**src/rtl/seq_divider_n.sv**
```systemverilog
// Sequential unsigned restoring divider, one quotient bit per clock.
// Ports: clk, rst_n, start/dividend/divisor in; busy, done, quotient, remainder, div_by_zero out.
module seq_divider_n #(
  parameter int N = 4
) (
  input  logic         clk,
  input  logic         rst_n,
  input  logic         start,
  input  logic [N-1:0] dividend,
  input  logic [N-1:0] divisor,
  output logic         busy,
  output logic         done,
  output logic [N-1:0] quotient,
  output logic [N-1:0] remainder,
  output logic         div_by_zero
);

  localparam int CW = $clog2(N + 1);

  typedef enum logic [1:0] {
    IDLE,
    RUN,
    DONE
  } state_e;

  state_e         state_q, state_d;
  logic [CW-1:0]  cnt_q, cnt_d;
  logic [N-1:0]   r_q, r_d;
  logic [N-1:0]   q_q, q_d;
  logic [N-1:0]   dvsr_q, dvsr_d;
  logic           zero_q, zero_d;
  logic [N-1:0]   quot_q, quot_d;
  logic [N-1:0]   rem_q, rem_d;
  logic           dbz_q, dbz_d;

  logic [N:0]     t;
  logic [N:0]     diff;
  logic [N-1:0]   r_step;
  logic [N-1:0]   q_step;

  // R stays below the divisor, so the restored value always fits in N bits.
  always_comb begin
    t      = {r_q, q_q[N-1]};
    diff   = t + ~{1'b0, dvsr_q} + {{N{1'b0}}, 1'b1};
    r_step = diff[N] ? t[N-1:0] : diff[N-1:0];
    q_step = {q_q[N-2:0], ~diff[N]};
  end

  always_comb begin
    state_d = state_q;
    cnt_d   = cnt_q;
    r_d     = r_q;
    q_d     = q_q;
    dvsr_d  = dvsr_q;
    zero_d  = zero_q;
    quot_d  = quot_q;
    rem_d   = rem_q;
    dbz_d   = dbz_q;
    unique case (state_q)
      IDLE: begin
        if (start) begin
          dvsr_d  = divisor;
          q_d     = dividend;
          r_d     = '0;
          cnt_d   = CW'(N);
          zero_d  = (divisor == '0);
          state_d = RUN;
        end
      end
      RUN: begin
        // A zero divisor spends one RUN cycle, then reports.
        if (zero_q) begin
          quot_d  = '1;
          rem_d   = q_q;
          dbz_d   = 1'b1;
          state_d = DONE;
        end else begin
          r_d   = r_step;
          q_d   = q_step;
          cnt_d = cnt_q - CW'(1);
          if (cnt_q == CW'(1)) begin
            quot_d  = q_step;
            rem_d   = r_step;
            dbz_d   = 1'b0;
            state_d = DONE;
          end
        end
      end
      DONE: begin
        state_d = IDLE;
      end
      default: begin
        state_d = IDLE;
      end
    endcase
  end

  always_ff @(posedge clk or negedge rst_n) begin
    if (!rst_n) begin
      state_q <= IDLE;
      cnt_q   <= '0;
      r_q     <= '0;
      q_q     <= '0;
      dvsr_q  <= '0;
      zero_q  <= 1'b0;
      quot_q  <= '0;
      rem_q   <= '0;
      dbz_q   <= 1'b0;
    end else begin
      state_q <= state_d;
      cnt_q   <= cnt_d;
      r_q     <= r_d;
      q_q     <= q_d;
      dvsr_q  <= dvsr_d;
      zero_q  <= zero_d;
      quot_q  <= quot_d;
      rem_q   <= rem_d;
      dbz_q   <= dbz_d;
    end
  end

  assign busy        = (state_q != IDLE);
  assign done        = (state_q == DONE);
  assign quotient    = quot_q;
  assign remainder   = rem_q;
  assign div_by_zero = dbz_q;

endmodule

```
**config.mk**
```make
export PLATFORM = sky130hd
export DESIGN_NAME = seq_divider_n
export DESIGN_NICKNAME = d
export VERILOG_FILES = /design/src/rtl/seq_divider_n.sv
export SDC_FILE = /design/constraint.sdc
export NUM_CORES = 1
export LEC_CHECK = 0
export ABC_AREA = 1
export CORE_AREA = 2 2 43 84
export DETAILED_ROUTE_END_ITERATION = 12
export DIE_AREA = 0 0 45 86
export GPL_ROUTABILITY_DRIVEN = 1
export HOLD_SLACK_MARGIN = 0.06
export PLACE_DENSITY = 0.71
export RECOVER_POWER = 25
export SYNTH_ARGS = -nofsm -noshare
export SYNTH_HDL_FRONTEND = slang
export SYNTH_SLANG_ARGS = --single-unit
export TNS_END_PERCENT = 30
```
**constraint.sdc**
```tcl
create_clock -name clk -period 1.7 [get_ports clk]
set_input_delay 0.255 -clock clk [delete_from_list [all_inputs] [get_ports clk]]
set_output_delay 0.255 -clock clk [all_outputs]
set_load 0.1 [all_outputs]
```
# Yosys cells after proc, flatten, opt, wreduce, memory -nomap -nowiden
# Index checks and enable logic that the tools add are counted.
dict set report classes {
  add_sub_neg 3
  bitwise_logic 2
  muxes 20
  n_reduce_logical 9
  eq_ne 6
}
# op n
set ops {}
lappend ops {{2-to-1 mux 4 bit} 9}
lappend ops {{one-hot mux 4 bit (2 select lines)} 2}
lappend ops {{2-to-1 mux 2 bit} 3}
lappend ops {{2-to-1 mux 3 bit} 2}
lappend ops {{one-hot mux 3 bit (2 select lines)} 1}
lappend ops {{AND reduction 2 bit} 3}
lappend ops {{nonzero test 2 bit} 3}
lappend ops {{adder 5 x 1 -> 5 bit, second input constant} 1}
lappend ops {{adder 5 bit} 1}
lappend ops {{inverter 4 -> 5 bit} 1}
lappend ops {{logical NOT 4 bit} 1}
lappend ops {{inequality test 2 bit, second input constant} 2}
lappend ops {{one-hot mux 2 bit (2 select lines)} 1}
lappend ops {{== test 3 x 1 -> 1 bit, second input constant} 1}
lappend ops {{inequality test 3 bit, second input constant} 1}
lappend ops {{AND reduction 3 bit} 1}
lappend ops {{subtractor 3 x 1 -> 3 bit, second input constant} 1}
lappend ops {{== test 2 x 1 -> 1 bit, second input constant} 1}
lappend ops {{== test 2 bit, second input constant} 1}
lappend ops {{logical NOT 2 bit} 1}
lappend ops {{2-to-1 mux 1 bit} 2}
lappend ops {{inverter 1 bit} 1}
dict set report totals {
  input_bits 11
  elab_cells 49
  out_inout_bits 11
  reg_bits 27
}

# Logic depth before layout (Yosys ltp)
# Gate-level depths: netlist (run 1).
dict set report depth {
  depth_word 6
  ltp_mapped 11
  ltp_nobuf 11
}

# Least setup slack after synthesis (run 1)
# OpenSTA, ideal clock, no wires.
dict set report synth_path {
  path_kind {flip-flop to output port}
  from {register state_q[0]}
  to {output port done}
  n_path_buf 0
  arrival_ns 1.655
  path_stages_with_launch 2
  t_required_ns 1.445
  path_slack_ns -0.210
  path_cell_list {dfrtp_1 nor2_1}
}
dict set report synth_via {
  elab_chain_cells 1
}
# element line
set synth_rtl {}
lappend synth_rtl {{start: declaration} 26} ;# state_e state_q, state_d;
lappend synth_rtl {{start signal: assignment} 110} ;# state_q <= state_d;
lappend synth_rtl {{== test 2 bit} 123} ;# assign done = (state_q == DONE);
lappend synth_rtl {{end: declaration} 12} ;# output logic done,
# Every way passes these cells.

# Worst setup path after layout (run 1)
dict set report layout_path {
  from {register r_q[2]}
  to {register r_q[3]}
}
dict set report layout_via {
  elab_chain_cells 5
}
# element line
set layout_rtl {}
lappend layout_rtl {{start: declaration} 28} ;# logic [N-1:0] r_q, r_d;
lappend layout_rtl {{start signal: assignment} 112} ;# r_q <= r_d;
lappend layout_rtl {{adder 5 bit} 44} ;# diff = t + ~{1'b0, dvsr_q} + {{N{1'b0}}, 1'b1};
lappend layout_rtl {{adder 5 x 1 -> 5 bit} 44}
lappend layout_rtl {{2-to-1 mux 4 bit (*)} 45} ;# r_step = diff[N] ? t[N-1:0] : diff[N-1:0];
lappend layout_rtl {{2-to-1 mux 4 bit (*)} 72} ;# if (zero_q) begin
lappend layout_rtl {{one-hot mux 4 bit (2 select lines) (*)} 59} ;# unique case (state_q)
# Every way passes the cells marked *; elsewhere a longest branch is shown, timed or not. The select of a mux whose other input is x is not followed.
# A chain may end at the register's enable or synchronous reset.

==> results.cfg, run 1 <==
[finish]
drive_above_1_share_pct = 32.3
utilization_pct = 64.0
nets = 217
insertedDiodeCount = 0
syn_to_final_growth_pct = 39.3
design_area_um2 = 2040

[synth]
yosysWarnings = 0
yosysMostFrequentCell = nand2_1
synthAdderAreaFrac_pct = 6.48
yosysTopAreaCellShare_pct = 46.0
synth_top_family_by_area = simple AND/OR/NAND/NOR gates
yosysTopAreaCell = dfrtp_1
synthArstFlopShare_pct = 100
synth.avg_cell_area_um2 = 8.74
synth_edf_count = 0
synth_seq_cells = 27
ys_types = 25
synth_compound_area_share_pct = 12.0
synth_flop_cell = dfrtp_1
ys_seq_area_share_pct = 46.0
synth.top_cells.by_count = nand2_1, dfrtp_1, inv_1, nand3_1
synth-xor-area-share_pct = 0.597
synth.area.top_cells = dfrtp_1, nand2_1, inv_1, nand3_1, ha_1
synth_simple_gate_area_share_pct = 25.1
syn_nets = 186
syn_area_um2 = 1470
synthMuxAreaShare_pct = 0
syn_inst = 168

[route]
drc = 0
ant_nets = 0
drt-pass1-iter-count = 4
wl_met1_um = 1210
drtIter0Drc = 23
wire_per_inst_um = 15.0
dr_wl_met2_um = 2020
wl_met3_um = 120
num_vias = 1282
wirelength_um = 3440
vias_per_cell = 5.60
top_layer = met4

[sta]
maxSlewViolCount = 0
tns_ns = -0.0284
finalCriticalPeriod_ns = 1.71
rsz0062_at_grt = yes
final_hold_viol_count = 0
fmax_mhz = 584
final.period_utilization_pct = 101
fin_ws_ns = -0.0137
finalSetupViolations = 3
finalClockSkew_ns = 0.00579
worst_pin_slew_ns = 0.673
slew-limit-headroom_pct = 55.1

[setup_path]
setup.worst_path.end_class = flop
cp.required_ns = 1.87
reg2reg_from = r_q[2]$_DFFE_PN0P_
cp-startpoint = r_q[2]$_DFFE_PN0P_
critPathSlowestCell = dfrtp_1
path_cells = ha_1 > a21oi_1 > nand3_4 > nand2_4 > nand3_4 > nand3_2 > nand2_1
critPathArrivalTime_ns = 1.88
crit_fanout = 5
reg2reg_depth = 7
startpoint_type = flop
slowest_delay_ns = 0.41
crit_type = flop to flop
cp_common_cell = nand3_4

[worst_hold_path]
hold_class = flop to flop
hold_start = cnt_q[2]$_DFFE_PN0P_
hold_depth = 2

[global_route]
antenna_found_initial = 0
grt_pass1_vias = 1307
grt_max_degree = 28
grt_overflow_total = 0
grt_pass1_wl_um = 5680
grt_usage_pct = 19.5

[clock_network]
insertion_delay_ns = 0.27
h-tree-depth = 1
clock_path_buffers = 2
cts_sinks = 27
path_clk_slew_ns = 0.09
hold_buffers = 0
cts_tree = built
cts_root_buf = clkbuf_8
numCtsBuffers = 3

[placed_design]
place_congestion = 0.857
place_area_um2 = 1840
place_ws_ns = -0.0671
portBuffers = 21
dpl.hpwl_um = 2620

[floorplan]
placementRows = 29
core_um2 = 3190
fp.dieH_um = 86
io_pins = 22
die_w_um = 45
initial_core_util_pct = 46.0
design.die.area_um2 = 3870

[run_status]
violations = setup timing
status = finished with violations

[flow_run]
drv_cap = 0
[critical path: cells and delay by family, from the launching register on]
family	cells	cell delay, ns
AO/OA/AOI/OAI	1	0.31
AND/OR/NAND/NOR	5	0.51
adder cells (fa/ha/maj)	1	0.38
flip-flops	1	0.41
[state kept, by name, indices dropped and copies added (netlist names)]
| name | flops |
|---|---|
| cnt_q | 3 |
| div_by_zero | 1 |
| dvsr_q | 4 |
| q_q | 4 |
| quotient | 4 |
| r_q | 4 |
| remainder | 4 |
| state_q | 2 |
| zero_q | 1 |
[path summary, 6_finish.rpt]
check	to	slack, ns
max in group asynchronous	q_q[3]$_DFFE_PN0P_	0.72
hold / removal	cnt_q[2]$_DFFE_PN0P_	0.51
setup / recovery	r_q[3]$_DFFE_PN0P_	-0.01
setup reg to reg	r_q[3]$_DFFE_PN0P_	-0.01
min in group asynchronous	q_q[2]$_DFFE_PN0P_	0.55
hold reg to reg	cnt_q[2]$_DFFE_PN0P_	0.51
[layout by cell type (no fill, tap or decap), drive strengths merged]
master	synthesis	routed
nor2	10	10
buf	2	17
o211ai	2	2
nand3	22	22
clkdlybuf4s50	0	9
dfrtp	27	27
o22ai	2	2
or2	1	1
a21oi	5	5
ha	6	6
o21a	1	1
nand2	40	40
inv	31	31
fa	1	1
dlygate4sd3	0	1
xnor2	1	1
o32ai	1	1
o21ai	12	12
a22oi	4	4
clkbuf	0	5
[final cells by class]
cell class,instances,area [µm²]
multi-input cells,108,791
repair buffers,28,370
flip-flops and latches,27,676
fillers,268,1150
inverters,31,124
clock buffers,4,45.0
well taps,31,38.8
[cell families after synthesis]
| family | after synthesis |
|---|---|
| buffers and inverters | 33 |
| AND/OR/NAND/NOR | 73 |
| adder cells (fa/ha/maj) | 7 |
| AO/OA/AOI/OAI | 27 |
| flip-flops | 27 |
| XOR/XNOR | 1 |
[per-stage QoR]
step | hold slack (ns) | cells
floorplan | -0.0406 | 168
global placement | 0.468 | 223
detailed placement | 0.495 | 223
CTS | 0.372 | 227
global route | 0.555 | 229
finish | 0.508 | 229
[routing by layer]
| layer | up-vias | track usage (%) |
|---|---|---|
| met2 | 38 | 36.5 |
| li1 | 603 | - |
| met4 | 0 | 5.35 |
| met1 | 631 | 21.2 |
| met3 | 10 | 2.95 |
| met5 | - | 0 |
[timing repair]
action | 4_1_cts | 5_1_grt
pin swaps | 1 | 7
buffers inserted | 0 | 2
setup endpoints to repair | 10 | 10
gates resized for setup | 2 | 28
gates cloned | 0 | 0
Power of run 1 is not shown: default switching activity piles up to over one toggle a cycle in this logic, so the estimate is an artifact.
==> inputs of run 2 (changes only) <==
Settings changed: CAP_MARGIN set to 15, RECOVER_POWER 25 to unset.
==> run 2 against run 1 <==
Against the previous run:
- the run still ends with setup timing left
- non-clock buffer count did not move
- largest cell class unchanged
- fmax unchanged
- highest routed layer unchanged
- via count stayed put
==> results.cfg, run 2 (same netlist as run 1, synthesis figures left out) <==
[finish]
insertedDiodeCount = 0
drive_above_1_share_pct = 32.3
nFillCells = 267
syn_to_final_growth_pct = 39.5
layout_common_cells = nand2_1, dfrtp_1, inv_1
design_area_um2 = 2050
mostFrequentLayoutCell = nand2_1
nets = 217

[global_route]
antenna_found_initial = 0
grt_max_degree = 28
grt_overflow_total = 0
grt_usage_pct = 19.5
grt_pass1_wl_um = 5680
grt_pass1_vias = 1307

[route]
drt-pass1-iter-count = 5
drtIter0Drc = 23
ant_nets = 0
wirelength_um = 3430
num_vias = 1282
drc = 0
vias_per_cell = 5.60
wire_per_inst_um = 15.0

[clock_network]
path_clk_slew_ns = 0.09
insertion_delay_ns = 0.27
cts_tree = built
cts_sinks = 27
cts_root_buf = clkbuf_8
clock_path_buffers = 2
numCtsBuffers = 3
h-tree-depth = 1

[sta]
final.period_utilization_pct = 101
finalSetupViolations = 3
final_hold_viol_count = 0
rsz0062_at_grt = yes
tns_ns = -0.0284
fmax_mhz = 584
maxSlewViolCount = 0
finalCriticalPeriod_ns = 1.71
worst_pin_slew_ns = 0.358
slew-limit-headroom_pct = 76.1
fin_ws_ns = -0.0137
finalClockSkew_ns = 0.00574

[floorplan]
die_w_um = 45
io_pins = 22
design.die.area_um2 = 3870
initial_core_util_pct = 46.0
core_um2 = 3190
fp.dieH_um = 86
placementRows = 29

[placed_design]
portBuffers = 21
dpl.hpwl_um = 2620
place_congestion = 0.857
place_area_um2 = 1840

[setup_path]
cp_common_cell = nand3_4
critPathTopFamily = simple AND/OR/NAND/NOR gates
crit_fanout = 5
slowest_delay_ns = 0.41
reg2reg_slack_ns = -0.01
setup.worst_path.end_class = flop
cp.buffers_inverters = 0
reg2reg_depth = 7
cp.required_ns = 1.87
reg2reg_from = r_q[2]$_DFFE_PN0P_
critPathSlowestCell = dfrtp_1
critPathArrivalTime_ns = 1.88
crit_type = flop to flop
startpoint_type = flop
r2r_end = r_q[3]$_DFFE_PN0P_
path_cells = ha_1 > a21oi_1 > nand3_4 > nand2_4 > nand3_4 > nand3_2 > nand2_1

[worst_hold_path]
hold_class = primary input to asynchronous set/reset pin

[run_status]
status = finished with violations
violations = setup timing

[flow_run]
drv_cap = 0
-- run 2: cell count changes in the layout (fill, tap and decap cells not counted), sizes merged --
cell | previous run | this run
buf | 17 | 18
clkdlybuf4s50 | 9 | 10
dlygate4sd3 | 1 | 0
clkbuf | 5 | 4
-- run 2: through the flow --
stage               cells  utilization, %  worst slack [ns]  hold WS [ns]
floorplan             168               -            0.0232       -0.0406
global placement      223            57.8          -0.00403         0.468
detailed placement    223            57.8           -0.0671         0.495
CTS                   227            59.4           -0.0142         0.372
global route          229            64.1           -0.0902         0.394
finish                229            64.1           -0.0137         0.357
-- run 2: worst max path at each step --
stage,slack (ns),start,cells after the start,end
final,-0.01,r_q[2]$_DFFE_PN0P_,7,r_q[3]$_DFFE_PN0P_
after global routing,-0.09,q_q[3]$_DFFE_PN0P_,11,r_q[1]$_DFFE_PN0P_
after CTS,-0.01,q_q[3]$_DFFE_PN0P_,10,quotient[0]$_DFFE_PN0P_
after detailed placement,-0.07,q_q[3]$_DFFE_PN0P_,10,r_q[3]$_DFFE_PN0P_
after global placement,-0.004,q_q[3]$_DFFE_PN0P_,10,r_q[3]$_DFFE_PN0P_
after floorplan,0.02,q_q[3]$_DFFE_PN0P_,10,r_q[2]$_DFFE_PN0P_
-- run 2: area by class of cell --
cell class / count / area [µm²] / area share [%]
repair buffers: 28 / 373 / 18.2
well taps: 31 / 38.8 / 1.89
flip-flops and latches: 27 / 676 / 33.0
multi-input cells: 108 / 791 / 38.6
clock buffers: 4 / 45.0 / 2.20
inverters: 31 / 124 / 6.05
-- run 2: routing by layer --
metal | part of all wire [%] | track usage, %
met4 | 2.5 | 5.35
met1 | 35 | 21.2
met2 | 59 | 36.5
met5 | 0 | 0
met3 | 3.5 | 2.95
-- run 2: what timing repair did --
item,CTS,global route
buffers inserted,0,2
cloned,0,0
pin swaps,1,7
resized for setup,2,28
setup endpoints to repair,10,10
hold buffers,0,0
Power of run 2 is left out for the same reason.
==> inputs of run 3 (changes only) <==
Settings changed: CAP_MARGIN 15 to unset.
==> results of run 3 <==
No change in the layout: final DEF, timing and power equal those of run 2.
Power of run 3 is left out for the same reason.
